==> src/rtl/pipe_reg_mw.sv <==
// MEM->WB pipeline register: DEPTH-stage chain with valid, stall/flush and writeback result mux.
// Optional macro PIPE_PERF_EN adds saturating stall/flush/retire counters.
module pipe_reg_mw #(
  parameter int XLEN   = 32,
  parameter int REG_AW = 5,
  parameter int DEPTH  = 1,
  parameter int CNT_W  = 16
) (
  input  logic              clk,
  input  logic              reset,
  input  logic              StallW,
  input  logic              FlushW,
  input  logic              ValidM,
  input  logic              RegWriteM,
  input  logic [1:0]        ResultSrcM,
  input  logic [REG_AW-1:0] RdM,
  input  logic [XLEN-1:0]   ALUResultM,
  input  logic [XLEN-1:0]   ReadDataM,
  input  logic [XLEN-1:0]   PCPlus4M,
  output logic              ValidW,
  output logic              RegWriteW,
  output logic [1:0]        ResultSrcW,
  output logic [REG_AW-1:0] RdW,
  output logic [XLEN-1:0]   ALUResultW,
  output logic [XLEN-1:0]   ReadDataW,
  output logic [XLEN-1:0]   PCPlus4W,
  output logic [XLEN-1:0]   ResultW
`ifdef PIPE_PERF_EN
  ,
  output logic [CNT_W-1:0]  StallCnt,
  output logic [CNT_W-1:0]  FlushCnt,
  output logic [CNT_W-1:0]  RetireCnt
`endif
);

  if (DEPTH < 1 || DEPTH > 4) begin : g_bad_depth
    $error("pipe_reg_mw: DEPTH must be in 1..4");
  end

  typedef struct packed {
    logic              v;
    logic              rw;
    logic [1:0]        rs;
    logic [REG_AW-1:0] rd;
    logic [XLEN-1:0]   alu;
    logic [XLEN-1:0]   rdata;
    logic [XLEN-1:0]   pc4;
  } stage_t;

  stage_t stg_q [DEPTH];
  stage_t stg_d [DEPTH];
  stage_t in_stage;
  logic   advance;

  assign advance = !FlushW && !StallW;

  // Bubbles enter as all-zero so invalid stages never carry stale data.
  always_comb begin
    in_stage = '0;
    if (ValidM) begin
      in_stage.v     = 1'b1;
      in_stage.rw    = RegWriteM;
      in_stage.rs    = ResultSrcM;
      in_stage.rd    = RdM;
      in_stage.alu   = ALUResultM;
      in_stage.rdata = ReadDataM;
      in_stage.pc4   = PCPlus4M;
    end
  end

  always_comb begin
    if (FlushW)      stg_d[0] = '0;
    else if (StallW) stg_d[0] = stg_q[0];
    else             stg_d[0] = in_stage;
    for (int i = 1; i < DEPTH; i++) begin
      if (FlushW)      stg_d[i] = '0;
      else if (StallW) stg_d[i] = stg_q[i];
      else             stg_d[i] = stg_q[i-1];
    end
  end

  always_ff @(posedge clk or posedge reset) begin
    if (reset) begin
      for (int i = 0; i < DEPTH; i++) stg_q[i] <= '0;
    end else begin
      for (int i = 0; i < DEPTH; i++) stg_q[i] <= stg_d[i];
    end
  end

  assign ValidW     = stg_q[DEPTH-1].v;
  assign RegWriteW  = stg_q[DEPTH-1].v && stg_q[DEPTH-1].rw && (stg_q[DEPTH-1].rd != '0);
  assign ResultSrcW = stg_q[DEPTH-1].rs;
  assign RdW        = stg_q[DEPTH-1].rd;
  assign ALUResultW = stg_q[DEPTH-1].alu;
  assign ReadDataW  = stg_q[DEPTH-1].rdata;
  assign PCPlus4W   = stg_q[DEPTH-1].pc4;

  always_comb begin
    case (ResultSrcW)
      2'b00:   ResultW = ALUResultW;
      2'b01:   ResultW = ReadDataW;
      2'b10:   ResultW = PCPlus4W;
      default: ResultW = '0;
    endcase
  end

`ifdef PIPE_PERF_EN
  logic [CNT_W-1:0] stall_cnt_q, flush_cnt_q, retire_cnt_q;

  always_ff @(posedge clk or posedge reset) begin
    if (reset) begin
      stall_cnt_q  <= '0;
      flush_cnt_q  <= '0;
      retire_cnt_q <= '0;
    end else begin
      if (StallW && !FlushW && stall_cnt_q != '1) stall_cnt_q  <= stall_cnt_q + 1'b1;
      if (FlushW && flush_cnt_q != '1)            flush_cnt_q  <= flush_cnt_q + 1'b1;
      if (ValidW && advance && retire_cnt_q != '1) retire_cnt_q <= retire_cnt_q + 1'b1;
    end
  end

  assign StallCnt  = stall_cnt_q;
  assign FlushCnt  = flush_cnt_q;
  assign RetireCnt = retire_cnt_q;
`endif

endmodule
==> config.mk <==
export PLATFORM = sky130hd
export DESIGN_NAME = pipe_reg_mw
export DESIGN_NICKNAME = d
export VERILOG_FILES = /design/src/rtl/pipe_reg_mw.sv
export SDC_FILE = /design/constraint.sdc
export NUM_CORES = 1
export LEC_CHECK = 0
export ABC_AREA = 1
export CORE_MARGIN = 2
export CORE_UTILIZATION = 46
export CTS_CLUSTER_DIAMETER = 60
export DETAILED_ROUTE_END_ITERATION = 10
export PLACE_DENSITY = 0.87
export SLEW_MARGIN = 25
export SYNTH_ARGS = -nofsm -noshare
export SYNTH_HDL_FRONTEND = slang
export SYNTH_SLANG_ARGS = --single-unit
==> constraint.sdc <==
create_clock -name clk -period 7.18 [get_ports clk]
set_clock_uncertainty 0.1 [all_clocks]
set_input_delay 0.718 -clock clk [delete_from_list [all_inputs] [get_ports clk]]
set_output_delay 0.718 -clock clk [all_outputs]
set_load 0.1 [all_outputs]
## Word level (Yosys, flattened, before mapping)

Cells that the tools add are included.

- Eq/ne operators: 3
- Multiplexer cells: 4
- Reductions and logical operators: 4

Operator list:

| cell | count |
|---|---|
| $mux 105 | 3 |
| $pmux 32 s3 | 1 |
| $reduce_bool 5->1 | 1 |
| $eq 2x1->1 const B | 1 |
| $eq 2x2->1 const B | 1 |
| $logic_and 1x1->1 | 2 |
| $logic_not 2->1 | 1 |
| $ne 2x1->1 const B | 1 |

- Bits in registers: 105

## Longest topological paths before layout

- Depth after elaboration: 3
- Mapped depth: 6
- Mapped depth without buffers: 4

## Worst setup path before layout

Ideal clock, no wire load.

- Kind: register to output
- Start: register, netlist name ValidW
- End: output port RegWriteW
- Arrival: 1.726 ns
- Required time: 6.362 ns
- Setup slack: 4.636 ns
- Cell stages (with the launch flop): 5
- Buffers on the path: 0
- Cell sequence: dfrtp_1 > nand2_1 > inv_1 > nand2_1 > inv_1

- Longest elaborated chain between the ends: 2

Ends and longest elaborated chain:

| what | line | RTL |
|---|---|---|
| $logic_and 1x1->1 (2 in a row) | 91 | `assign RegWriteW = stg_q[DEPTH-1].v && stg_q[DEPTH-1].rw && (stg_q[DEPTH-1].rd != '0);` |
| to (decl) | 21 | `output logic RegWriteW,` |

No other way between the ends.

## Worst setup path after layout

- Start: register, netlist name ResultSrcW[0]
- End: output port ResultW[22]

- Longest elaborated chain between the ends: 2

Ends and longest elaborated chain:

| what | line | RTL |
|---|---|---|
| $eq 2x2->1 (tied with other cells) | 99 | `case (ResultSrcW)` |
| $pmux 32 s3 * | 99 |  |
| to (decl) | 27 | `output logic [XLEN-1:0] ResultW` |

Mark *: on every way between the ends. The rest lies on a longest branch, timed or not.

==> qor.csv <==
stage,metric,value,unit
global_routing,grt_pass1_vias,4429,
finish,fillers,942,
logic_synthesis,ys_seq_elements,105,
logic_synthesis,synth_top_cell_by_area,dfrtp_1,
logic_synthesis,syn_nets,808,
setup_path,cp.required,6.36,ns
logic_synthesis,syn_area_per_cell,7.88,um^2
drt,first_pass_iters,8,
drt,drt-initial-drc-count,343,
logic_synthesis,synth_top_cells_by_area,"dfrtp_1 (48%), buf_4 (15%), nand2_1 (14%)",
setup_path,end_kind,output port,
drt,ant_nets,0,
setup_path,critPathKind,reg -> out,
logic_synthesis,synth_commonest_cells,"nand2_1 (204), buf_4 (108), inv_1 (108), dfrtp_1 (105), o21ai_0 (90)",
setup_path,start_kind,flip-flop,
logic_synthesis,syn_area,5510,um^2
sta,setup_viol,0,
setup_path,crit_buf_inv,2,
global_routing,grt_antenna_before_repair,0,
floorplan,core,11600,um^2
logic_synthesis,yosysWarnings,0,
hold_path,hold_class,reg -> reg,
global_routing,grt_max_degree,106,
pwr,leakagePower,3.61,nW
hold_path,hold_path_end,ALUResultW[4],
sta,slew_headroom,31.3,%
placement,dp_hpwl,10.0,mm
setup_path,r2r_end,ResultSrcW[1],
logic_synthesis,seq_area_frac_synth,47.7,%
clocking,cts_tree,built,
clocking,numCtsBuffers,9,
clocking,clock_path_buffers,2,
finish,multi_input_comb_area,1520,um^2
setup_path,crit_family,buffers and inverters,
status,status,completed,
hold_path,min_path_cells,2,
sta,fin_crit_sh,53.0,%
clocking,cts-htree-levels,3,
logic_synthesis,synth.distinct_cells,16,
clocking,clock-sinks,105,
floorplan,die_x,113,um
hold_path,hold_start,ALUResultW[4],
sta,setup_tns,0,ns
drt,via_per_inst,4.76,
floorplan,pin_count,246,
setup_path,cp_cell_sequence,inv_2 -> nor2_4 -> nand2_1 -> nand3_1 -> clkdlybuf4s50_1,
setup_path,r2r_slack,6.33,ns
drt,wl_per_cell,14.8,um
logic_synthesis,yosys.area.top_type_share,47.7,%
sta,fmax,0.263,GHz
finish,layout.nets,935,
drt,via_count,4635,
floorplan,row_count,39,
global_routing,grt_overflow,0,
placement,globalplace.congestion,0.824,
drt,routed_wirelength,14.4,mm
clocking,root_buffer,clkbuf_16,
finish,area_delta_synth_final,37.8,%
sta,tightest_slew,1.03,ns
setup_path,worstReg2RegStart,ResultSrcW[1],
floorplan,die_area,12900,um^2
run,max-cap-violations,0,
setup_path,cpPeakStageDelay,1.15,ns
floorplan,start_util,47.6,%
finish,register_area,2630,um^2
placement,numPortBuffers,245,
clocking,cts_resized,0,
setup_path,slowest_stage,clkdlybuf4s50_1,
drt,post-route-drc-count,0,
clocking,insertion_delay,0.33,ns
logic_synthesis,netlist_instances,699,
setup_path,arrival,2.99,ns
floorplan,dieHeight,113,um
logic_synthesis,synth-main-ff-cell,dfrtp_1,
global_routing,grt_pass1_wl,23.1,mm
setup_path,path_max_fanout,32,
clocking,hold_buffers,0,
pwr,peakVddDrop,0.101,mV
logic_synthesis,async_flop_share,100,%
clocking,clk_pin_slew,0.07,ns
sta,slew_viol_final,0,
logic_synthesis,yosysMostFrequentCell,nand2_1,
pwr,power.total,1.60,mW
sta,hold_violations,0,
finish,layout-drive-gt1-share,3.49,%
logic_synthesis,synth-edff-count,0,
sta,rsz0062_at_grt,no,
clocking,cts_setup_buffers,0,
pwr,pwr_density_cell,211,nW/um^2
finish,diodes,0,
sta,period_needed,3.81,ns
global_routing,grt_util_all_layers,22.7,%
setup_path,r2r_cells,2,
-- how the worst max path moves through the flow --
stage,endpoint,slack [ns],cells after the start,startpoint
4_1_cts,ResultW[16],3.36,5,ResultSrcW[1]
3_3_place_gp,ResultW[16],3.76,5,ResultSrcW[1]
5_1_grt,ResultW[24],3.18,5,ResultSrcW[0]
6_report,ResultW[22],3.37,5,ResultSrcW[0]
2_1_floorplan,ALUResultW[0],3.60,1,reset
3_5_place_dp,ResultW[16],3.72,5,ResultSrcW[1]
-- metal layers --
| layer | share of wire (%) | wire [um] | GRT usage (%) | vias to the layer above |
|---|---|---|---|---|
| met5 | 0 | 0 | 0 | - |
| met4 | 1.8 | 262 | 6.99 | 0 |
| met3 | 7.8 | 1120 | 5.05 | 23 |
| met2 | 49 | 7090 | 37.9 | 208 |
| met1 | 41 | 5950 | 29.7 | 2142 |
| li1 | - | - | - | 2262 |
-- cell type report --
class,instances,area share (%)
well taps,143,2.36
inverters,112,5.57
flip-flops and latches,105,34.6
clock buffers,13,3.56
clock inverters,2,0.791
repair buffers,250,33.1
multi-input cells,348,20.0
-- registers in the layout, indices dropped and copies added (netlist names) --
signal	flops
ALUResultW	32
PCPlus4W	32
ReadDataW	32
RdW	5
ResultSrcW	2
ValidW	1
stg_q	1
-- stage by stage --
step / instance area [um^2] / setup WS (ns) / std cells / hold slack [ns] / util [%]
floorplan: 5510 / 3.60 / 699 / 0.353 / -
global placement: 7220 / 3.76 / 956 / 0.369 / 62.4
detailed placement: 7240 / 3.72 / 957 / 0.396 / 62.6
CTS: 7570 / 3.36 / 972 / 0.411 / 65.5
global route: 7590 / 3.18 / 973 / 0.442 / 65.6
finish: 7590 / 3.37 / 973 / 0.410 / 65.6
-- cells in the final DEF, fill, tap and decap left out --
cell and instances:
o21ai_1 14, nor2_2 1, nor2_4 3, nor2_1 2
clkdlybuf4s50_1 245, inv_2 4, bufinv_16 2, clkbuf_16 9
buf_4 3, inv_4 1, nand3_1 33, o21ai_0 90
buf_12 2, inv_1 107, nand3_4 1, clkbuf_8 3
nand2_1 204, dfrtp_1 105, clkbuf_1 1
-- where the power goes --
part	switching, mW	internal [mW]
Sequential	0.0205	0.614
Clock	0.204	0.333
Combinational	0.310	0.121
Total	0.534	1.07
-- kinds of logic (layout without fill, tap and decap cells) --
logic type	count (synthesis)	count (layout)	share of synthesized area, %
flip-flops	105	105	47.7
buffers and inverters	246	377	24.8
AO/OA/AOI/OAI	104	104	9.45
AND/OR/NAND/NOR	244	244	18.1
-- worst min-delay path, cell delays in order, from the launching register on --
cell and delay [ns]:
dfrtp_1 0.36, nand2_1 0.05, o21ai_0 0.06
Power figures use the tool's default switching activity.
